==> src/rtl/regfile_pkg.sv <==
// Shared types and helpers for the multi-port integer register file.
package regfile_pkg;

  localparam int unsigned DEF_XLEN     = 32;
  localparam int unsigned DEF_NUM_REGS = 32;

  // Upper bounds used by addr_hit so a single package function serves every
  // parameterisation; narrower callers zero-extend into these widths.
  localparam int unsigned MAX_WRITE  = 4;
  localparam int unsigned MAX_ADDR_W = 16;
  localparam int unsigned WIDX_W     = $clog2(MAX_WRITE);

  typedef logic [$clog2(DEF_NUM_REGS)-1:0] reg_addr_t;
  typedef logic [DEF_XLEN-1:0]             reg_data_t;

  typedef struct packed {
    logic              hit;
    logic [WIDX_W-1:0] idx;
  } hit_t;

  // Highest-indexed enabled write port targeting addr wins.
  function automatic hit_t addr_hit(
    input logic [MAX_ADDR_W-1:0]                addr,
    input logic [MAX_WRITE-1:0]                 en_vec,
    input logic [MAX_WRITE-1:0][MAX_ADDR_W-1:0] addr_vec
  );
    hit_t res;
    res = '0;
    for (int unsigned i = 0; i < MAX_WRITE; i++) begin
      if (en_vec[i] && (addr_vec[i] == addr)) begin
        res.hit = 1'b1;
        res.idx = WIDX_W'(i);
      end
    end
    return res;
  endfunction

endpackage

==> src/rtl/regfile_read_port.sv <==
// One read port: zero-register check, write bypass and pending masking.
module regfile_read_port
  import regfile_pkg::*;
#(
  parameter int unsigned XLEN     = DEF_XLEN,
  parameter int unsigned ADDR_W   = $clog2(DEF_NUM_REGS),
  parameter int unsigned ZERO_REG = 1,
  parameter int unsigned BYPASS   = 1
) (
  input  logic [ADDR_W-1:0]                   r_addr,
  input  logic [XLEN-1:0]                     stored_data,
  input  logic                                stored_pend,
  input  logic [MAX_WRITE-1:0]                w_en_ext,
  input  logic [MAX_WRITE-1:0][MAX_ADDR_W-1:0] w_addr_ext,
  input  logic [MAX_WRITE-1:0][XLEN-1:0]      w_data_ext,
  input  logic                                rsv_en,
  input  logic [ADDR_W-1:0]                   rsv_addr,
  output logic [XLEN-1:0]                     r_data,
  output logic                                r_pending
);

  hit_t h;
  logic is_zero;

  assign h       = addr_hit(MAX_ADDR_W'(r_addr), w_en_ext, w_addr_ext);
  assign is_zero = (ZERO_REG != 0) && (r_addr == '0);

  // Select read data and pending status with bypass priority over storage.
  always_comb begin
    r_data    = stored_data;
    r_pending = stored_pend;
    if ((BYPASS != 0) && h.hit) begin
      r_data = w_data_ext[h.idx];
      // A same-cycle reservation of this register means a newer producer.
      if (!(rsv_en && (rsv_addr == r_addr))) r_pending = 1'b0;
    end
    if (is_zero) begin
      r_data    = '0;
      r_pending = 1'b0;
    end
  end

endmodule

==> src/rtl/regfile_mp.sv <==
// Multi-port register file with synchronous clear and pending-write scoreboard.
module regfile_mp
  import regfile_pkg::*;
#(
  parameter int unsigned XLEN      = DEF_XLEN,
  parameter int unsigned NUM_REGS  = DEF_NUM_REGS,
  parameter int unsigned NUM_READ  = 2,
  parameter int unsigned NUM_WRITE = 1,
  parameter int unsigned ZERO_REG  = 1,
  parameter int unsigned BYPASS    = 1
) (
  input  logic                                        i_clk,
  input  logic                                        i_rst,
  input  logic [NUM_READ-1:0][$clog2(NUM_REGS)-1:0]   i_r_addr,
  output logic [NUM_READ-1:0][XLEN-1:0]               o_r_data,
  output logic [NUM_READ-1:0]                         o_r_pending,
  input  logic [NUM_WRITE-1:0]                        i_w_en,
  input  logic [NUM_WRITE-1:0][$clog2(NUM_REGS)-1:0]  i_w_addr,
  input  logic [NUM_WRITE-1:0][XLEN-1:0]              i_w_data,
  input  logic                                        i_rsv_en,
  input  logic [$clog2(NUM_REGS)-1:0]                 i_rsv_addr,
  output logic                                        o_any_pending
);

  localparam int unsigned ADDR_W = $clog2(NUM_REGS);

  logic [XLEN-1:0]     regs [NUM_REGS];
  logic [NUM_REGS-1:0] pending;
  logic [NUM_REGS-1:0] pend_next;

  logic [MAX_WRITE-1:0]                 w_en_ext;
  logic [MAX_WRITE-1:0][MAX_ADDR_W-1:0] w_addr_ext;
  logic [MAX_WRITE-1:0][XLEN-1:0]       w_data_ext;

  // Widen write ports to the package maxima; unused slots stay disabled.
  always_comb begin
    w_en_ext   = '0;
    w_addr_ext = '0;
    w_data_ext = '0;
    for (int unsigned w = 0; w < NUM_WRITE; w++) begin
      w_en_ext[w]   = i_w_en[w];
      w_addr_ext[w] = MAX_ADDR_W'(i_w_addr[w]);
      w_data_ext[w] = i_w_data[w];
    end
  end

  // Scoreboard next state: writes clear, then a reservation sets (reserve wins).
  always_comb begin
    hit_t h;
    pend_next = pending;
    for (int unsigned i = 0; i < NUM_REGS; i++) begin
      h = addr_hit(MAX_ADDR_W'(i), w_en_ext, w_addr_ext);
      if (h.hit) pend_next[i] = 1'b0;
    end
    if (i_rsv_en) pend_next[i_rsv_addr] = 1'b1;
    if (ZERO_REG != 0) pend_next[0] = 1'b0;
  end

  // Register array and pending vector; later ports overwrite earlier ones.
  always_ff @(posedge i_clk) begin
    if (i_rst) begin
      for (int unsigned i = 0; i < NUM_REGS; i++) regs[i] <= '0;
      pending <= '0;
    end else begin
      for (int unsigned w = 0; w < NUM_WRITE; w++) begin
        if (i_w_en[w] && !((ZERO_REG != 0) && (i_w_addr[w] == '0)))
          regs[i_w_addr[w]] <= i_w_data[w];
      end
      pending <= pend_next;
    end
  end

  assign o_any_pending = |pending;

  for (genvar r = 0; r < NUM_READ; r++) begin : g_rd
    logic [XLEN-1:0] stored_data;
    logic            stored_pend;

    assign stored_data = regs[i_r_addr[r]];
    assign stored_pend = pending[i_r_addr[r]];

    regfile_read_port #(
      .XLEN     (XLEN),
      .ADDR_W   (ADDR_W),
      .ZERO_REG (ZERO_REG),
      .BYPASS   (BYPASS)
    ) u_rd (
      .r_addr      (i_r_addr[r]),
      .stored_data (stored_data),
      .stored_pend (stored_pend),
      .w_en_ext    (w_en_ext),
      .w_addr_ext  (w_addr_ext),
      .w_data_ext  (w_data_ext),
      .rsv_en      (i_rsv_en),
      .rsv_addr    (i_rsv_addr),
      .r_data      (o_r_data[r]),
      .r_pending   (o_r_pending[r])
    );
  end

endmodule
==> config.mk <==
export PLATFORM = sky130hd
export DESIGN_NAME = regfile_mp
export DESIGN_NICKNAME = d
export VERILOG_FILES = /design/src/rtl/regfile_pkg.sv /design/src/rtl/regfile_read_port.sv /design/src/rtl/regfile_mp.sv
export SDC_FILE = /design/constraint.sdc
export NUM_CORES = 2
export LEC_CHECK = 0
export BUFFER_PORTS_ARGS = -buffer_cell sky130_fd_sc_hd__buf_2
export CORE_ASPECT_RATIO = 0.6
export CORE_MARGIN = 5
export CORE_UTILIZATION = 40
export CTS_CLUSTER_SIZE = 14
export DETAILED_ROUTE_END_ITERATION = 8
export SLEW_MARGIN = 20
export SYNTH_ARGS = -nofsm -noshare
export SYNTH_HDL_FRONTEND = slang
export SYNTH_SLANG_ARGS = --single-unit
==> constraint.sdc <==
create_clock -name i_clk -period 4.6 [get_ports i_clk]
set_clock_uncertainty 0.2 [all_clocks]
set_input_delay 1.15 -clock i_clk [delete_from_list [all_inputs] [get_ports i_clk]]
set_output_delay 1.15 -clock i_clk [all_outputs]
set_load 0.005 [all_outputs]
==> results.py <==
metrics = {
    "run_status": {
        "status": "complete, but fails checks",
        "violations": "negative setup slack",
    },
    "hold_path": {
        "hold_path_startpoint": "pending[20]",
        "holdPathStages": 2,
        "hold_path.class": "flop to flop",
        "min_to": "pending[20]",
    },
    "place": {
        "dp_hpwl_um": 134000,
        "preCtsSetupSlack_ns": -0.170,
        "port_buffers": 122,
        "routabilityCongestion": 0.871,
        "dpl_cell_area_um2": 62900,
    },
    "clocking": {
        "clk_pin_slew_ns": 0.06,
        "cts_tree": "built",
        "clk_latency_ns": 0.71,
        "cts.sinks": 1055,
        "cts-root-buf": "clkbuf_16",
        "cts_max_path_buffers": 3,
        "cts_inserted_buffers": 99,
        "h-tree-depth": 3,
        "hold_buffers": 0,
    },
    "critical_path": {
        "r2r_setup_slack_ns": 3.59,
        "startpoint_type": "input port",
        "cp_max_fo": 7,
        "crit_family": "buffers and inverters",
        "cp_slowest_cell": "a211oi_2",
        "timing.critical_path.buf_inv": 8,
        "cpPeakStageDelay_ns": 0.31,
        "crit_path_end_kind": "primary output",
        "r2r-start": "pending[9]",
        "crit_arrival_ns": 3.31,
        "ff2ff_path_depth": 3,
        "r2r_end": "pending[9]",
        "path_class": "input port to primary output",
        "required_ns": 3.25,
        "critPathMostFrequentCell": "buf_12",
        "path_cells": "buf_16 > buf_12 > buf_12 > clkbuf_16 > nor3_4 > a21oi_2 > o21ai_4 > buf_6 > buf_12 > buf_4 > a211oi_2 > a211o_1 > buf_2",
    },
    "drt": {
        "vias_per_cell": 6.37,
        "m1WireLength_um": 87500,
        "drtAntennaViolNets": 0,
        "drt_iter0_drc": 6291,
        "wl_um": 216000,
        "wl_per_cell_um": 35.2,
        "drcViolationCount": 0,
        "drtPass1Iterations": 6,
        "met3_length_um": 30900,
        "route.met2.wl_um": 90200,
        "dr.max_layer_used": "met5",
        "vias": 39100,
    },
    "grt": {
        "grt_usage_pct": 27.9,
        "overflow": 0,
        "grt_max_degree": 51,
        "antenna_found_initial": 22,
        "grt_pass1_vias": 37900,
        "grt_pass1_wl_um": 297000,
    },
    "pwr": {
        "powerDensity_nw_per_um2": 341,
        "peakVddDrop_v": 0.000284,
        "power_leakage_nw": 23.9,
        "power_mw": 23.0,
    },
    "timing": {
        "hold_violations": 0,
        "finalSetupViolCount": 15,
        "worst_pin_slew_ns": 1.15,
        "rsz0062_at_grt": "true",
        "fmax_mhz": 215,
        "whs_ns": 0.315,
        "timing.final.crit_period_ns": 4.66,
        "setup_slack_ns": -0.0612,
        "maxSlewHeadroom_pct": 23.3,
        "slew_violations": 0,
        "period_share_pct": 101,
    },
    "floorplan": {
        "dieArea_um2": 150000,
        "die_h_um": 302,
        "floorplan.core_area_um2": 142000,
        "die_x_um": 497,
        "rows": 107,
        "initial_core_util_pct": 40.2,
        "ioPinCount": 123,
    },
    "finish": {
        "fillers": 12100,
        "regArea_um2": 31400,
        "final_util_pct": 47.7,
        "fin_nets": 4195,
        "drive_above_1_share_pct": 32.2,
        "synthToLayoutAreaGrowth_pct": 18.6,
        "multi_input_area_um2": 24700,
        "stdcell_area_um2": 67600,
    },
    "run": {
        "maxCapViolCount": 0,
    },
    "logic_synthesis": {
        "synth_enable_flop_cells": 1024,
        "synthCells": 3836,
        "synth-seq-cells": 1055,
        "synth_area_per_cell_um2": 14.9,
        "ys_types": 56,
        "synthArstFlopShare_pct": 0,
        "yosysWarningCount": 0,
        "syn_area_um2": 57000,
        "ys_seq_area_share_pct": 55.0,
        "synth-main-ff-cell": "edfxtp_1",
    },
}
[state kept, by name, indices dropped and copies added, names as in the netlist]
register and flops:
regs 1024, pending 31
[power breakdown]
part | switching [mW] | internal, mW
clock | 3.82 | 4.37
sequential | 0.290 | 11.1
combinational | 1.89 | 1.60
total | 6.00 | 17.0
[per-layer routing]
metal	track usage, %	vias up
li1	-	15400
met1	41.3	20100
met2	39.5	3130
met3	8.70	391
met4	8.52	4
met5	0	-
[worst max-delay path by stage]
stage | start | to | cells past startpoint
finish | i_r_addr[5] | o_r_data[53] | 13
global placement | i_r_addr[4] | o_r_data[27] | 8
floorplan | i_r_addr[6] | o_r_pending[1] | 9
CTS | i_r_addr[5] | o_r_data[33] | 8
detailed placement | i_r_addr[4] | o_r_data[28] | 8
global route | i_r_addr[5] | o_r_data[56] | 9
[cell usage in the layout, fill, tap and decap left out, drive strengths merged, types with 9 or more instances in the layout]
master,synthesis,routed
a221o,19,19
and2,997,997
clkinv,2,44
buf,101,567
nand3b,9,9
edfxtp,1024,1024
a211o,32,32
a211oi,72,72
nor4,9,9
a22oi,77,77
mux4,500,500
o21ai,63,63
xnor2,12,12
o22a,14,14
dfxtp,31,31
a31oi,12,12
clkbuf,310,142
mux2i,174,174
conb,1,32
o221ai,9,9
or2,32,32
nand2b,9,9
a221oi,23,23
o211ai,14,14
a21oi,30,30
nand2,48,48
nor2b,93,93
nor2,47,47
[cell families (layout without fill, tap and decap cells)]
| group | count (synthesis) | in the layout | share of synthesized area (%) |
|---|---|---|---|
| buf+inv | 417 | 769 | 3.14 |
| mux | 678 | 678 | 22.9 |
| other cells | 1 | 38 | 0.00658 |
| xor+xnor | 20 | 20 | 0.307 |
| compound gates | 390 | 390 | 5.01 |
| flops | 1055 | 1055 | 55.0 |
| simple gates | 1275 | 1275 | 13.6 |
[worst min-delay path, delay by kind of cell (launching register included)]
family / cells / cell delay (ns)
AO/OA/AOI/OAI: 2 / 0.14
flip-flops: 1 / 0.33
[layout make-up]
class / instances / share of cell area, %
flip-flops and latches: 1055 / 46.4
multi-input cells: 2395 / 36.5
repair buffers: 582 / 9.03
clock buffers: 131 / 3.97
well taps: 1907 / 3.53
clock inverters: 50 / 0.526
inverters: 6 / 0.0333
diodes: 6 / 0.0222
[synth_stat cells, types with 5 or more instances]
cell type	number	area, um^2
mux4_2	500	11300
a211o_1	32	280
o221a_1	5	56.3
o21ai_0	60	300
a221oi_1	23	201
a22oi_1	77	578
nor4_1	9	56.3
nor2_1	47	176
a22o_1	7	61.3
xnor2_1	12	105
or3_1	5	31.3
nand2b_1	9	56.3
buf_1	17	63.8
a31oi_1	12	75.1
or2_2	29	181
o22a_1	14	123
a21oi_1	30	150
a221o_1	19	190
nand3_1	7	35.0
xor2_1	8	70.1
nand2_1	48	180
clkbuf_1	310	1160
buf_6	10	113
dfxtp_1	31	621
o211ai_1	14	105
nand3b_1	9	67.6
buf_4	23	173
mux2i_1	174	1740
nand4_1	6	37.5
edfxtp_1	1024	30700
and2_1	996	6230
a211oi_1	72	541
buf_2	51	255
o221ai_1	9	78.8
nor2b_1	93	582
[metrics by stage]
step | std cells | setup TNS (ns)
floorplan | 3867 | 0
detailed placement | 5873 | -4.28
global placement | 5873 | -4.23
CTS | 6082 | -0.541
finish | 6132 | -0.507
global route | 6126 | -1.14
[repair_timing]
| action | in CTS | in global routing |
|---|---|---|
| setup buffers | 20 | 38 |
| pin swaps | 15 | 24 |
| resized for setup | 44 | 90 |
| endpoints found under the setup margin | 57 | 50 |
| gates cloned | 8 | 10 |
Power figures use the tool's default switching activity.
